File: src/rtl/main_stream_pkg.sv
// ============================================================================
// Module      : main_stream_pkg
// Description : Shared state encoding and symbol constants for the main-stream
//               scheduler and its benches.
// Revision    : 1.0 - initial release
// ============================================================================
`default_nettype none

package main_stream_pkg;

  typedef enum logic [1:0] {
    ST_OFF       = 2'b00,
    ST_IDLE_RUN  = 2'b01,
    ST_VID_RUN   = 2'b10,
    ST_VID_DRAIN = 2'b11
  } sched_state_t;

  localparam logic [7:0] SR = 8'h0F;
  localparam logic [7:0] BS = 8'hBC;
  localparam logic [7:0] BF = 8'hBD;

endpackage

`default_nettype wire

File: src/rtl/sched_src_mux.sv
// ============================================================================
// Module      : sched_src_mux
// Description : Delays each source enable by the source latency and muxes the
//               matching source onto a registered symbol/flag output.
// Revision    : 1.0 - initial release
// ============================================================================
`default_nettype none

module sched_src_mux
  import main_stream_pkg::*;
#(
  parameter int SRC_LAT = 2
) (
  input  logic       clk,
  input  logic       rst_n,
  input  logic       i_flush,
  input  logic       i_idle_en,
  input  logic       i_vid_en,
  input  logic [7:0] i_idle_sym,
  input  logic       i_idle_flag,
  input  logic [7:0] i_vid_sym,
  input  logic       i_vid_flag,
  output logic [7:0] o_sym,
  output logic       o_flag
);

  logic [SRC_LAT-1:0] r_idle_sel;
  logic [SRC_LAT-1:0] r_vid_sel;
  logic               w_idle_tap;
  logic               w_vid_tap;
  logic [7:0]         r_sym;
  logic               r_flag;

  assign w_idle_tap = r_idle_sel[SRC_LAT-1];
  assign w_vid_tap  = r_vid_sel[SRC_LAT-1];

  always_ff @(posedge clk or negedge rst_n) begin
    if (!rst_n) begin
      r_idle_sel <= '0;
      r_vid_sel  <= '0;
    end else if (i_flush) begin
      r_idle_sel <= '0;
      r_vid_sel  <= '0;
    end else begin
      r_idle_sel[0] <= i_idle_en;
      r_vid_sel[0]  <= i_vid_en;
      for (int i = 1; i < SRC_LAT; i++) begin
        r_idle_sel[i] <= r_idle_sel[i-1];
        r_vid_sel[i]  <= r_vid_sel[i-1];
      end
    end
  end

  // The output stage still uses the current taps on a flush edge, so the
  // last in-flight symbol drains before the output goes quiet.
  always_ff @(posedge clk or negedge rst_n) begin
    if (!rst_n) begin
      r_sym  <= 8'h00;
      r_flag <= 1'b0;
    end else if (w_idle_tap) begin
      r_sym  <= i_idle_sym;
      r_flag <= i_idle_flag;
    end else if (w_vid_tap) begin
      r_sym  <= i_vid_sym;
      r_flag <= i_vid_flag;
    end else begin
      r_sym  <= 8'h00;
      r_flag <= 1'b0;
    end
  end

  a_sel_exclusive: assert property (@(posedge clk) disable iff (!rst_n)
                                    !(w_idle_tap && w_vid_tap));

  assign o_sym  = r_sym;
  assign o_flag = r_flag;

endmodule

`default_nettype wire

File: src/rtl/main_stream_scheduler.sv
// ============================================================================
// Module      : main_stream_scheduler
// Description : Selects between the idle pattern generator and the video path,
//               switching only at source-permitted boundaries.
// Revision    : 1.0 - initial release
// ============================================================================
`default_nettype none

module main_stream_scheduler
  import main_stream_pkg::*;
#(
  parameter int MIN_IDLE_CYCLES = 16,
  parameter int SWITCH_TIMEOUT  = 8192,
  parameter int SRC_LAT         = 2
) (
  input  logic       clk,
  input  logic       rst_n,
  input  logic       link_ready,
  input  logic       vid_stream_req,
  input  logic       idle_activate_en,
  input  logic       vid_activate_en,
  input  logic [7:0] idle_symbols,
  input  logic       idle_control_sym_flag,
  input  logic [7:0] vid_symbols,
  input  logic       vid_control_sym_flag,
  output logic       sched_idle_en,
  output logic       sched_vid_en,
  output logic [7:0] sched_symbols,
  output logic       sched_control_sym_flag,
  output logic [1:0] sched_state,
  output logic       sched_switch_err
);

  localparam int c_dwell_w = $clog2(MIN_IDLE_CYCLES + 1);
  localparam int c_to_w    = $clog2(SWITCH_TIMEOUT + 1);
  localparam logic [c_dwell_w-1:0] c_dwell_max = c_dwell_w'(MIN_IDLE_CYCLES);
  localparam logic [c_to_w-1:0]    c_to_last   = c_to_w'(SWITCH_TIMEOUT - 1);

  sched_state_t         r_state;
  sched_state_t         w_next;
  logic                 w_timeout;
  logic [c_dwell_w-1:0] r_dwell;
  logic [c_to_w-1:0]    r_to_cnt;
  logic                 r_switch_err;

  always_ff @(posedge clk or negedge rst_n) begin
    if (!rst_n) begin
      r_state      <= ST_OFF;
      r_switch_err <= 1'b0;
    end else begin
      r_state      <= w_next;
      r_switch_err <= w_timeout;
    end
  end

  always_comb begin
    w_next    = r_state;
    w_timeout = 1'b0;
    if (!link_ready) begin
      w_next = ST_OFF;
    end else begin
      case (r_state)
        ST_OFF:      w_next = ST_IDLE_RUN;
        ST_IDLE_RUN: begin
          if (vid_stream_req && (r_dwell == c_dwell_max) && idle_activate_en)
            w_next = ST_VID_RUN;
        end
        ST_VID_RUN: begin
          if (!vid_stream_req)
            w_next = ST_VID_DRAIN;
        end
        ST_VID_DRAIN: begin
          // A renewed request cancels the drain before any switch-away.
          if (vid_stream_req) begin
            w_next = ST_VID_RUN;
          end else if (vid_activate_en) begin
            w_next = ST_IDLE_RUN;
          end else if (r_to_cnt == c_to_last) begin
            w_next    = ST_IDLE_RUN;
            w_timeout = 1'b1;
          end
        end
        default:     w_next = ST_OFF;
      endcase
    end
  end

  always_ff @(posedge clk or negedge rst_n) begin
    if (!rst_n) begin
      r_dwell <= '0;
    end else if (!link_ready || r_state != ST_IDLE_RUN || w_next != ST_IDLE_RUN) begin
      r_dwell <= '0;
    end else if (r_dwell != c_dwell_max) begin
      r_dwell <= r_dwell + c_dwell_w'(1);
    end
  end

  always_ff @(posedge clk or negedge rst_n) begin
    if (!rst_n) begin
      r_to_cnt <= '0;
    end else if (!link_ready || r_state != ST_VID_DRAIN || w_next != ST_VID_DRAIN) begin
      r_to_cnt <= '0;
    end else if (r_to_cnt != c_to_last) begin
      r_to_cnt <= r_to_cnt + c_to_w'(1);
    end
  end

  assign sched_idle_en    = (r_state == ST_IDLE_RUN);
  assign sched_vid_en     = (r_state == ST_VID_RUN) || (r_state == ST_VID_DRAIN);
  assign sched_state      = r_state;
  assign sched_switch_err = r_switch_err;

  sched_src_mux #(
    .SRC_LAT (SRC_LAT)
  ) u_src_mux (
    .clk         (clk),
    .rst_n       (rst_n),
    .i_flush     (!link_ready),
    .i_idle_en   (sched_idle_en),
    .i_vid_en    (sched_vid_en),
    .i_idle_sym  (idle_symbols),
    .i_idle_flag (idle_control_sym_flag),
    .i_vid_sym   (vid_symbols),
    .i_vid_flag  (vid_control_sym_flag),
    .o_sym       (sched_symbols),
    .o_flag      (sched_control_sym_flag)
  );

endmodule

`default_nettype wire

File: config.mk
export PLATFORM = sky130hd
export DESIGN_NAME = main_stream_scheduler
export DESIGN_NICKNAME = d
export VERILOG_FILES = /design/src/rtl/main_stream_pkg.sv /design/src/rtl/sched_src_mux.sv /design/src/rtl/main_stream_scheduler.sv
export SDC_FILE = /design/constraint.sdc
export NUM_CORES = 1
export LEC_CHECK = 0
export ABC_AREA = 1
export CAP_MARGIN = 5
export CORE_ASPECT_RATIO = 0.6
export CORE_MARGIN = 2
export CORE_UTILIZATION = 50
export DETAILED_ROUTE_END_ITERATION = 6
export GPL_TIMING_DRIVEN = 0
export PLACE_DENSITY = 0.86
export SETUP_SLACK_MARGIN = 0.1
export SLEW_MARGIN = 20
export SYNTH_ARGS = -nofsm -noshare
export SYNTH_HDL_FRONTEND = slang
export SYNTH_SLANG_ARGS = --single-unit
export TNS_END_PERCENT = 30
File: constraint.sdc
create_clock -name clk -period 1.9 [get_ports clk]
set_input_delay 0.19 -clock clk [delete_from_list [all_inputs] [get_ports clk]]
set_output_delay 0.19 -clock clk [all_outputs]
set_load 0.02 [all_outputs]
==> impl_results.html, run 1 <==
<table>
<tr><th>Metric</th><th>Value</th></tr>
<tr><th colspan="2">Place</th></tr>
<tr><td>Placed instance area</td><td>0.00216 mm^2</td></tr>
<tr><td>I/O Buffers</td><td>37</td></tr>
<tr><td>HPWL reported at the end of detailed placement</td><td>~2800 um</td></tr>
<tr><td>Routability congestion estimate</td><td>approximately 0.85</td></tr>
<tr><td>Placement-stage worst setup slack</td><td>0.218 ns</td></tr>
<tr><th colspan="2">Setup path</th></tr>
<tr><td>Family with the most delay on the worst path</td><td>buffers and inverters</td></tr>
<tr><td>Type of destination of the critical path</td><td>primary output</td></tr>
<tr><td>Reg2reg start</td><td>r_dwell[0]</td></tr>
<tr><td>Sort of element at the start of the critical path</td><td>register</td></tr>
<tr><td>Library cell contributing the largest single delay on the critical path</td><td>sky130_fd_sc_hd__clkdlybuf4s50_1</td></tr>
<tr><td>WP data arrival</td><td>1.52 ns</td></tr>
<tr><td>Flop2flop setup slack</td><td>approximately 0.25 ns</td></tr>
<tr><td>Buffer and inverter count on the worst path</td><td>2</td></tr>
<tr><td>R2r endpoint</td><td>r_to_cnt[12]</td></tr>
<tr><td>Number of cells on the worst reg-to-reg path</td><td>9</td></tr>
<tr><td>Ordered cell list for the critical path</td><td>inv_1 &gt; nor2_1 &gt; clkdlybuf4s50_1</td></tr>
<tr><td>Setup Crit Path Kind</td><td>reg -&gt; out</td></tr>
<tr><td>Highest fanout seen on the critical path</td><td>6</td></tr>
<tr><td>Delay of the slowest cell on the worst path</td><td>0.62 ns</td></tr>
<tr><td>Crit path required time</td><td>1.71 ns</td></tr>
<tr><th colspan="2">GRT</th></tr>
<tr><td>Total GRT Usage</td><td>0.223</td></tr>
<tr><td>Maximum number of pins on one net before global-route repair</td><td>33</td></tr>
<tr><td>Via count of the first global-routing pass</td><td>1356</td></tr>
<tr><td>First-pass GRT wire length</td><td>around 6600 um</td></tr>
<tr><td>Initial antenna violation count</td><td>0</td></tr>
<tr><td>Overflow left after global routing</td><td>0</td></tr>
<tr><th colspan="2">Finish</th></tr>
<tr><td>Leading cell type in the layout, fill and taps excluded</td><td>sky130_fd_sc_hd__nand2_1</td></tr>
<tr><td>Total non-filler cell area in the finished layout</td><td>0.00224 mm^2</td></tr>
<tr><td>Antenna Cells</td><td>0</td></tr>
<tr><td>Final Net Count</td><td>267</td></tr>
<tr><td>Proportion of layout cells with a drive suffix above 1</td><td>0.155</td></tr>
<tr><td>Post-route core utilization</td><td>0.688</td></tr>
<tr><td>Commonest non-fill, non-tap cells in the layout</td><td>42 x sky130_fd_sc_hd__nand2_1, 36 x sky130_fd_sc_hd__clkdlybuf4s50_1, 35 x sky130_fd_sc_hd__dfrtp_1</td></tr>
<tr><td>Number of filler cells placed in the layout</td><td>254</td></tr>
<tr><td>Synthesis-to-finish area growth</td><td>30.5%</td></tr>
<tr><th colspan="2">Yosys</th></tr>
<tr><td>Number of enable-type register cells in the synthesized netlist</td><td>0</td></tr>
<tr><td>Register area share after synthesis</td><td>0.509</td></tr>
<tr><td>Proportion of synthesized flip-flops having asynchronous set or reset</td><td>1.00</td></tr>
<tr><td>Library cell with the largest summed area after synthesis</td><td>sky130_fd_sc_hd__dfrtp_1</td></tr>
<tr><td>Fraction of synthesized cell area taken by the top area cell type</td><td>0.509</td></tr>
<tr><td>Number of warning messages in the yosys log</td><td>0</td></tr>
<tr><td>Mapped Nets</td><td>~220</td></tr>
<tr><td>Most instantiated flip-flop cell in the synthesis netlist</td><td>sky130_fd_sc_hd__dfrtp_1</td></tr>
<tr><td>Synth Area per Inst</td><td>8.87 um^2</td></tr>
<tr><td>Cell Area, Synth</td><td>about 0.0017 mm^2</td></tr>
<tr><td>Largest cells by area after synthesis</td><td>sky130_fd_sc_hd__dfrtp_1 51%, sky130_fd_sc_hd__nand2_1 9.2%, sky130_fd_sc_hd__nor2_1 4.8%, sky130_fd_sc_hd__nand3_1 4.7%, sky130_fd_sc_hd__inv_1 4.1%</td></tr>
<tr><td>Instance count of the mapped netlist</td><td>approximately 190</td></tr>
<tr><td>Post-synth cell types</td><td>27</td></tr>
<tr><td>Synthesis-stage register bit count</td><td>35</td></tr>
<tr><th colspan="2">Timing</th></tr>
<tr><td>Tcrit/Tclk final</td><td>0.898</td></tr>
<tr><td>Clock skew after layout</td><td>approximately 0.004 ns</td></tr>
<tr><td>Smallest setup slack after layout</td><td>0.194 ns</td></tr>
<tr><td>Worst rel slew slack</td><td>0.701</td></tr>
<tr><td>Maximum clock frequency</td><td>586 MHz</td></tr>
<tr><td>Transition at the pin with the smallest max-transition slack</td><td>0.445 ns</td></tr>
<tr><td>Number of pins exceeding their max-slew limit in the final report</td><td>0</td></tr>
<tr><td>Setup repair after global routing missed its margin</td><td>false</td></tr>
<tr><td>Hold Fails Final Rpt</td><td>0</td></tr>
<tr><td>Post-Route Setup TNS</td><td>0 ns</td></tr>
<tr><td>Number of endpoints failing setup at the final stage</td><td>0</td></tr>
<tr><td>Final min period</td><td>1.71 ns</td></tr>
<tr><th colspan="2">Drt</th></tr>
<tr><td>Via-to-Cell Ratio</td><td>4.76</td></tr>
<tr><td>Post-detailed-route wirelength per cell</td><td>12.8 um</td></tr>
<tr><td>Total wire length after detailed routing</td><td>~3600 um</td></tr>
<tr><td>Detailed-router iteration count before antenna repair</td><td>4</td></tr>
<tr><td>Overall via count from detail_route</td><td>around 1400</td></tr>
<tr><td>DRC violation count after routing</td><td>0</td></tr>
<tr><td>Initial DRC count</td><td>74</td></tr>
<tr><td>Antenna violation net count after detailed routing</td><td>0</td></tr>
<tr><th colspan="2">Die</th></tr>
<tr><td>Die Y-Extent</td><td>49.4 um</td></tr>
<tr><td>Top-Level Pins</td><td>38</td></tr>
<tr><td>CORE AREA</td><td>0.00326 mm^2</td></tr>
<tr><td>DIE AREA</td><td>roughly 0.004 mm^2</td></tr>
<tr><td>Number of rows created at floorplan</td><td>16</td></tr>
<tr><td>Initial standard-cell utilization of the core</td><td>0.527</td></tr>
<tr><td>X dimension of the die</td><td>79.7 um</td></tr>
<tr><th colspan="2">Run</th></tr>
<tr><td>Maximum capacitance violations</td><td>0</td></tr>
<tr><th colspan="2">Clock network</th></tr>
<tr><td>Number of buffers created by CTS</td><td>5</td></tr>
<tr><td>CTS root buf</td><td>sky130_fd_sc_hd__clkbuf_8</td></tr>
<tr><td>Number of sinks handled by clock tree synthesis</td><td>35</td></tr>
<tr><td>Clock-pin slew on the worst setup and hold paths</td><td>0.06 ns</td></tr>
<tr><td>Clock tree from TritonCTS</td><td>built</td></tr>
<tr><td>Clock insertion delay at the later pin of the skew report</td><td>0.28 ns</td></tr>
<tr><td>Number of buffers between clock root and the deepest sink</td><td>2</td></tr>
<tr><td>Depth of the CTS H-tree</td><td>2</td></tr>
<tr><th colspan="2">Pwr</th></tr>
<tr><td>Maximum resistive drop on vdd</td><td>0.000492 V</td></tr>
<tr><td>Pwr Total</td><td>1360 uW</td></tr>
<tr><td>Power density over cell area</td><td>approximately 600 mW/mm^2</td></tr>
<tr><td>Total leakage power</td><td>around 0.001 uW</td></tr>
<tr><th colspan="2">Worst hold path</th></tr>
<tr><td>Path type of the worst min-delay path</td><td>in -&gt; async</td></tr>
<tr><th colspan="2">Run status</th></tr>
<tr><td>Run status</td><td>complete, no violations</td></tr>
</table>
[registers in the layout, summed over array words and instances (netlist names)]
name                  cells
u_src_mux.o_flag          1
sched_switch_err          1
r_to_cnt                 14
r_dwell                   5
u_src_mux.r_idle_sel      2
sched_state               2
u_src_mux.r_vid_sel       2
u_src_mux.o_sym           8
[logic make-up after synthesis]
family | synth area share
compound gates | 0.0182
xor+xnor | 0.0611
fa+ha+maj | 0.0218
buf+inv | 0.0713
flops | 0.509
simple gates | 0.319
[how the worst max path moves through the flow]
stage	from	to	slack (ns)	cells after the start
after floorplan	r_dwell[0]	r_to_cnt[0]	0.47	9
after global placement	rst_n	r_to_cnt[6]	-0.10	1
after detailed placement	link_ready	r_to_cnt[12]	0.22	7
after CTS	sched_state[1]	sched_idle_en	0.19	2
after global routing	r_dwell[0]	r_to_cnt[10]	0.12	9
final	sched_state[0]	sched_idle_en	0.19	3
[per-layer routing]
metal,global-route usage,up-vias,part of all wire
met5,0,-,0
met4,0.0632,0,0.015
met3,0.0611,6,0.049
met2,0.312,35,0.42
met1,0.338,631,0.52
li1,-,680,-
[worst reg2reg max path: cells and delay by family, from the launching register on]
family,cells,cell delay (ns)
compound gates,1,0.17
buf+inv,2,0.27
fa+ha+maj,1,0.18
flops,1,0.41
simple gates,5,0.57
[power by group]
group / internal [uW] / total (uW) / switching [uW]
combinational: 64.5 / 117 / 52.4
sequential: 754 / 758 / 3.82
clock: 244 / 490 / 245
total: 1060 / 1360 / 302
[cell usage after synthesis (4+ instances only)]
cell,n
sky130_fd_sc_hd__dfrtp_1,35
sky130_fd_sc_hd__inv_1,19
sky130_fd_sc_hd__inv_2,4
sky130_fd_sc_hd__nand2_1,42
sky130_fd_sc_hd__nand2_2,7
sky130_fd_sc_hd__nand3_1,16
sky130_fd_sc_hd__nor2_1,22
sky130_fd_sc_hd__nor2_2,10
sky130_fd_sc_hd__nor3_1,5
sky130_fd_sc_hd__xnor2_1,6
sky130_fd_sc_hd__xor2_1,6
[metrics by stage]
| step | hold WS, ns | instances |
|---|---|---|
| floorplan | -0.106 | 194 |
| global placement | 0.418 | 276 |
| detailed placement | 0.00900 | 277 |
| CTS | 0.247 | 284 |
| global route | 0.254 | 284 |
| finish | 0.254 | 284 |
[final cells by class]
class / instances / area, um^2 / area share
well taps: 45 / 56.3 / 0.0251
repair buffers: 39 / 395 / 0.176
clock buffers: 6 / 72.6 / 0.0323
inverters: 24 / 90.1 / 0.0401
multi-input cells: 131 / 722 / 0.322
flip-flops and latches: 35 / 876 / 0.390
plain buffers: 4 / 32.5 / 0.0145
[what timing repair did]
item / in CTS / in global routing
setup buffers: 0 / 0
endpoints found under the setup margin: 0 / 0
hold buffers: 1 / 0
endpoints found under the hold margin: 35 / 0
gates resized for setup: 0 / 0
No activity file was read; power rests on OpenSTA's default activity.
==> run 2: changes to the inputs <==
--- a/config.mk
+++ b/config.mk
@@ -9,10 +9,10 @@
 export CAP_MARGIN = 5
 export CORE_ASPECT_RATIO = 0.6
 export CORE_MARGIN = 2
-export CORE_UTILIZATION = 50
+export CORE_UTILIZATION = 53
 export DETAILED_ROUTE_END_ITERATION = 6
 export GPL_TIMING_DRIVEN = 0
-export PLACE_DENSITY = 0.86
+export PLACE_DENSITY = 0.9
 export SETUP_SLACK_MARGIN = 0.1
 export SLEW_MARGIN = 20
 export SYNTH_ARGS = -nofsm -noshare
==> constraint.sdc (replaced) <==
create_clock -name clk -period 2 [get_ports clk]
set_input_delay 0.2 -clock clk [delete_from_list [all_inputs] [get_ports clk]]
set_output_delay 0.2 -clock clk [all_outputs]
set_load 0.02 [all_outputs]
==> run 2 against run 1 <==
- die area is 5.3% lower
- critical path depth stayed put
- power is 5.0% higher
- final cell count is 0.70% lower
- via count is 2.6% lower
==> impl_results.html, run 2 (synthesis gave the netlist of run 1 again) <==
<table>
<tr><th>Metric</th><th>Value</th></tr>
<tr><th colspan="2">Run status</th></tr>
<tr><td>Run status</td><td>complete, no violations</td></tr>
<tr><th colspan="2">Pwr</th></tr>
<tr><td>Part of the total power dissipated in sequential elements</td><td>0.503 (-0.053)</td></tr>
<tr><td>Part of the total power dissipated in the clock network</td><td>0.420 (+0.061)</td></tr>
<tr><td>Maximum resistive drop on vdd</td><td>0.000353 V (-28%)</td></tr>
<tr><td>Combinational share of power</td><td>0.077 (-0.009)</td></tr>
<tr><td>Switching power as a share of total power</td><td>0.202 (-0.0186)</td></tr>
<tr><td>Power density over cell area</td><td>631 mW/mm^2 (+3.8%)</td></tr>
<tr><td>Net switching power of the design</td><td>290 uW (-3.8%)</td></tr>
<tr><td>Total leakage power</td><td>0.00101 uW (+1.4%)</td></tr>
<tr><td>Internal power summed over all cells</td><td>1140 uW (+7.5%)</td></tr>
<tr><th colspan="2">Clock network</th></tr>
<tr><td>Clock insertion delay at the later pin of the skew report</td><td>0.29 ns (about the same)</td></tr>
<tr><td>Number of buffers between clock root and the deepest sink</td><td>2 (unchanged)</td></tr>
<tr><td>Number of resized instances in the post-cts repair step</td><td>0 (unchanged)</td></tr>
<tr><td>Cts-stage hold buffer count</td><td>1 (unchanged)</td></tr>
<tr><td>Number of buffers created by CTS</td><td>5 (unchanged)</td></tr>
<tr><td>CTS root buf</td><td>sky130_fd_sc_hd__clkbuf_8</td></tr>
<tr><td>Clock-pin slew on the worst setup and hold paths</td><td>0.07 ns (about the same)</td></tr>
<tr><td>Clock tree from TritonCTS</td><td>built</td></tr>
<tr><td>Post-CTS setup buffer count</td><td>0 (unchanged)</td></tr>
<tr><td>Number of sinks handled by clock tree synthesis</td><td>35 (unchanged)</td></tr>
<tr><td>Depth of the CTS H-tree</td><td>2 (unchanged)</td></tr>
<tr><th colspan="2">Finish</th></tr>
<tr><td>Leading cell type in the layout, fill and taps excluded</td><td>sky130_fd_sc_hd__nand2_1</td></tr>
<tr><td>Number of filler cells placed in the layout</td><td>224 (-12%)</td></tr>
<tr><td>Commonest non-fill, non-tap cells in the layout</td><td>42 x sky130_fd_sc_hd__nand2_1, 36 x sky130_fd_sc_hd__clkdlybuf4s50_1, 35 x sky130_fd_sc_hd__dfrtp_1</td></tr>
<tr><td>Synthesis-to-finish area growth</td><td>32.0%</td></tr>
<tr><td>Max FFs per register</td><td>14 (unchanged)</td></tr>
<tr><td>Most flop-heavy register</td><td>r_to_cnt</td></tr>
<tr><td>Antenna Cells</td><td>0 (unchanged)</td></tr>
<tr><td>Final Net Count</td><td>267 (unchanged)</td></tr>
<tr><td>Proportion of layout cells with a drive suffix above 1</td><td>0.158 (+0.00352)</td></tr>
<tr><th colspan="2">Setup path</th></tr>
<tr><td>Highest fanout seen on the critical path</td><td>6 (unchanged)</td></tr>
<tr><td>Flop2flop setup slack</td><td>0.38 ns (+0.13 ns)</td></tr>
<tr><td>Setup Crit Path Kind</td><td>reg -&gt; out</td></tr>
<tr><td>R2r endpoint</td><td>r_to_cnt[9]</td></tr>
<tr><td>Number of cells on the worst reg-to-reg path</td><td>9 (unchanged)</td></tr>
<tr><td>Sort of element at the start of the critical path</td><td>register</td></tr>
<tr><td>Crit path required time</td><td>1.80 ns (+0.09 ns)</td></tr>
<tr><td>WP data arrival</td><td>1.50 ns (-0.02 ns)</td></tr>
<tr><td>Type of destination of the critical path</td><td>primary output</td></tr>
<tr><td>Reg2reg start</td><td>r_dwell[0]</td></tr>
<tr><th colspan="2">Drt</th></tr>
<tr><td>DRC violation count after routing</td><td>0 (unchanged)</td></tr>
<tr><td>Detailed-router iteration count before antenna repair</td><td>5 (+1)</td></tr>
<tr><td>Total wire length after detailed routing</td><td>3510 um (-3.3%)</td></tr>
<tr><td>Overall via count from detail_route</td><td>1317 (-2.6%)</td></tr>
<tr><td>Via-to-Cell Ratio</td><td>4.67 (-1.9%)</td></tr>
<tr><td>Antenna violation net count after detailed routing</td><td>0 (unchanged)</td></tr>
<tr><td>Post-detailed-route wirelength per cell</td><td>12.5 um (-2.6%)</td></tr>
<tr><td>Initial DRC count</td><td>78 (+5.4%)</td></tr>
<tr><th colspan="2">Run</th></tr>
<tr><td>Maximum capacitance violations</td><td>0 (unchanged)</td></tr>
<tr><th colspan="2">Die</th></tr>
<tr><td>Top-Level Pins</td><td>38 (unchanged)</td></tr>
<tr><td>DIE AREA</td><td>0.00373 mm^2 (-5.3%)</td></tr>
<tr><td>Die Y-Extent</td><td>48.1 um (-2.6%)</td></tr>
<tr><td>CORE AREA</td><td>0.00298 mm^2 (-8.6%)</td></tr>
<tr><td>X dimension of the die</td><td>77.6 um (-2.7%)</td></tr>
<tr><td>Initial standard-cell utilization of the core</td><td>0.577 (+0.0493)</td></tr>
<tr><td>Number of rows created at floorplan</td><td>15 (-1)</td></tr>
<tr><th colspan="2">Worst hold path</th></tr>
<tr><td>Path type of the worst min-delay path</td><td>in -&gt; async</td></tr>
<tr><th colspan="2">GRT</th></tr>
<tr><td>Total GRT Usage</td><td>0.223 (-0.000462)</td></tr>
<tr><td>Via count of the first global-routing pass</td><td>1287 (-5.1%)</td></tr>
<tr><td>Overflow left after global routing</td><td>0 (unchanged)</td></tr>
<tr><td>First-pass GRT wire length</td><td>6000 um (-8.9%)</td></tr>
<tr><td>Initial antenna violation count</td><td>0 (unchanged)</td></tr>
<tr><td>Maximum number of pins on one net before global-route repair</td><td>30 (-9.1%)</td></tr>
<tr><th colspan="2">Timing</th></tr>
<tr><td>Clock skew after layout</td><td>0.00879 ns (+0.00480 ns)</td></tr>
<tr><td>Smallest setup slack after layout</td><td>0.300 ns (+0.105 ns)</td></tr>
<tr><td>Hold Fails Final Rpt</td><td>0 (unchanged)</td></tr>
<tr><td>Post-Route Setup TNS</td><td>0 ns (unchanged)</td></tr>
<tr><td>Number of endpoints failing setup at the final stage</td><td>0 (unchanged)</td></tr>
<tr><td>Maximum clock frequency</td><td>588 MHz</td></tr>
<tr><td>Transition at the pin with the smallest max-transition slack</td><td>0.434 ns (-0.0111 ns)</td></tr>
<tr><td>Worst rel slew slack</td><td>0.708 (+0.00746)</td></tr>
<tr><td>Number of pins exceeding their max-slew limit in the final report</td><td>0 (unchanged)</td></tr>
<tr><td>Final min period</td><td>1.70 ns</td></tr>
<tr><td>Setup repair after global routing missed its margin</td><td>false</td></tr>
<tr><td>Tcrit/Tclk final</td><td>0.850</td></tr>
<tr><th colspan="2">Place</th></tr>
<tr><td>Placement-stage worst setup slack</td><td>0.332 ns (+0.114 ns)</td></tr>
<tr><td>I/O Buffers</td><td>37 (unchanged)</td></tr>
<tr><td>HPWL reported at the end of detailed placement</td><td>2630 um (-4.7%)</td></tr>
<tr><td>Routability congestion estimate</td><td>0.811 (-4.2%)</td></tr>
</table>
## run 2: how the worst max path moves through the flow
stage / startpoint / endpoint / slack (ns) / depth (start not counted)
4_1_cts: sched_state[0] / sched_idle_en / 0.28 / 3
5_1_grt: sched_state[0] / sched_idle_en / 0.23 / 3
3_3_place_gp: rst_n / u_src_mux.r_idle_sel[0] / 0.05 / 1
6_report: sched_state[0] / sched_idle_en / 0.30 / 3
2_1_floorplan: r_dwell[0] / r_to_cnt[0] / 0.57 / 9
3_5_place_dp: link_ready / r_to_cnt[9] / 0.33 / 7
## run 2: power by group through the flow
stage / Clock, uW / Sequential (uW) / Combinational [uW]
5_1_grt: 643 / 720 / 123
3_5_place_dp: 0 / 733 / 110
4_1_cts: 618 / 720 / 112
6_report: 602 / 720 / 111
3_3_place_gp: 0 / 733 / 105
2_1_floorplan: 0 / 741 / 19.5
## run 2: per-stage QoR
step	total power (uW)	cell area [um^2]	util	hold WS, ns	instances
6_report	1430	2270	0.761	0.280	282
5_1_grt	1490	2270	0.761	0.300	282
4_1_cts	1450	2270	0.761	0.278	282
3_5_place_dp	843	2160	0.723	0.0494	274
3_3_place_gp	838	2140	0.718	0.419	273
2_1_floorplan	760	1720	-	-0.0956	194
## run 2: cell type report
| type | count | area [um^2] | share of cell area |
|---|---|---|---|
| inverters | 24 | 90.1 | 0.0397 |
| clock inverters | 1 | 30.0 | 0.0132 |
| multi-input cells | 131 | 722 | 0.318 |
| flip-flops and latches | 35 | 876 | 0.386 |
| clock buffers | 6 | 72.6 | 0.0320 |
| repair buffers | 39 | 395 | 0.174 |
| plain buffers | 4 | 32.5 | 0.0143 |
| well taps | 42 | 52.6 | 0.0231 |
## run 2: worst max-delay path, cell delays in order (launching register included)
cell and delay (ns):
sky130_fd_sc_hd__dfrtp_1 0.36, sky130_fd_sc_hd__inv_1 0.13, sky130_fd_sc_hd__nor2_1 0.11, sky130_fd_sc_hd__clkdlybuf4s50_1 0.61
## run 2: metal layers
layer / vias up / share of wire / track usage
met5: - / 0 / 0
li1: 683 / - / -
met3: 4 / 0.055 / 0.0759
met2: 33 / 0.44 / 0.365
met1: 597 / 0.49 / 0.288
met4: 0 / 0.011 / 0.0786
==> run 3: changes to the inputs <==
--- a/config.mk
+++ b/config.mk
@@ -10,6 +10,7 @@
 export CORE_ASPECT_RATIO = 0.6
 export CORE_MARGIN = 2
 export CORE_UTILIZATION = 53
+export CTS_CLUSTER_DIAMETER = 80
 export DETAILED_ROUTE_END_ITERATION = 6
 export GPL_TIMING_DRIVEN = 0
 export PLACE_DENSITY = 0.9
==> results of run 3 <==
No change in the layout: final DEF, timing and power equal those of run 2.
==> patch: new RTL, config.mk and constraints of run 1 <==
`SRC_LAT` is set to 2 in 2 places; all go to 1.
--- a/src/rtl/sched_src_mux.sv
+++ b/src/rtl/sched_src_mux.sv
@@ -9,7 +9,7 @@
 module sched_src_mux
   import main_stream_pkg::*;
 #(
-  parameter int SRC_LAT = 2
+  parameter int SRC_LAT = 1
 ) (
   input  logic       clk,
   input  logic       rst_n,
--- a/src/rtl/main_stream_scheduler.sv
+++ b/src/rtl/main_stream_scheduler.sv
@@ -11,7 +11,7 @@
 #(
   parameter int MIN_IDLE_CYCLES = 16,
   parameter int SWITCH_TIMEOUT  = 8192,
-  parameter int SRC_LAT         = 2
+  parameter int SRC_LAT         = 1
 ) (
   input  logic       clk,
   input  logic       rst_n,
Check against the original RTL: not equivalent (a bounded check fails within 4 cycles, from zero or initial values and one cycle with rst_n low).
==> patch against run 1 <==
Sequential share of layout area shrank 2.1 points; wire length shrank 4.5%; via count grew 2.4%; worst setup slack lost 0.047 ns; total power grew 8.2%; synthesized cell count shrank 4.1%; count of clock-buffer cells in the layout shrank 1; cell area shrank 0.39%; synthesized area shrank 4.9%; sequential cell count shrank 2; fmax shrank 2.7%; cell count shrank 0.35%; critical endpoint is now r_to_cnt[9]; highest routed layer unchanged.
==> patch: results (changes against run 1) <==
metric	value	unit	change
synth top area cells	dfrtp_1, nand2_1, nand3_1, inv_1, nor2_1		
Detailed Route Iter0 Violations	79		+6.8%
Syn Nets	213		-3.6%
maximum VDD drop	0.4571	mV	-7.1%
Clock Power	0.000632	W	+29%
largest net degree at the start of global routing	34		+3.0%
layout clock buffer count	5		-1
Clock Skews	0.005092	ns	+0.001106 ns
clock power share	0.428		+0.069
Critical R2R Launch	r_dwell[1]		
reg-to-reg endpoint	r_to_cnt[9]		
Register-to-Register Setup Slack	0.15	ns	-0.10 ns
register area	825.8	um^2	-5.7%
placed cell count	269		-2.9%
post-DP HPWL	2484	um	-10%
XOR/XNOR Fraction of Synth Area	0.05356		-0.007533
Post-Synth Adder-Cell Area	0.02295		+0.001135
Non-clock buffer share	0.2110		+0.02033
Gate Count Post-Synth	186		-4.1%
Fillers	247		-2.8%
f_max	570.7	MHz	-2.7%
Non-Clock Buffer Count	49		+14%
hold_ws	0.3828	ns	+0.1291 ns
Global Route Usage Sum	0.1912		-0.03183
status	finished, final reports clean		
max-slew headroom at the worst pin	0.7040		+0.003061
slowest stage delay, CP	0.42	ns	-0.20 ns
pre-CTS WS	0.1753	ns	-0.04250 ns
clock-cell share of area	0.04645		+0.01412
Non-clk invs	22		-8.3%
multi-input logic area	695.7	um^2	-3.6%
Switching Share	0.2111		-0.009970
==> patch: cell count changes in the layout (fill, tap and decap cells not counted), moves of 2 or more <==
cell | before | now
nor2_2 | 10 | 7
nand3_1 | 16 | 18
xnor2_1 | 6 | 3
inv_2 | 4 | 1
buf_4 | 0 | 6
dfrtp_1 | 35 | 33
nand2_2 | 7 | 3
nand2_1 | 42 | 44
nor3_1 | 5 | 8
nor2_1 | 22 | 19
==> patch: cell families after synthesis <==
group / Yosys count
adder cells (fa/ha/maj): 3
AND/OR/NAND/NOR: 109
buffers and inverters: 26
AO/OA/AOI/OAI: 5
XOR/XNOR: 10
flip-flops: 33
==> patch: metal layers <==
metal / vias up / routed length, um / track usage / part of all wire
li1: 684 / - / - / -
met2: 54 / 1534 / 0.2845 / 0.44
met3: 8 / 299 / 0.07276 / 0.086
met4: 0 / 61 / 0.08036 / 0.018
met5: - / 0 / 0 / 0
met1: 638 / 1573 / 0.2525 / 0.45
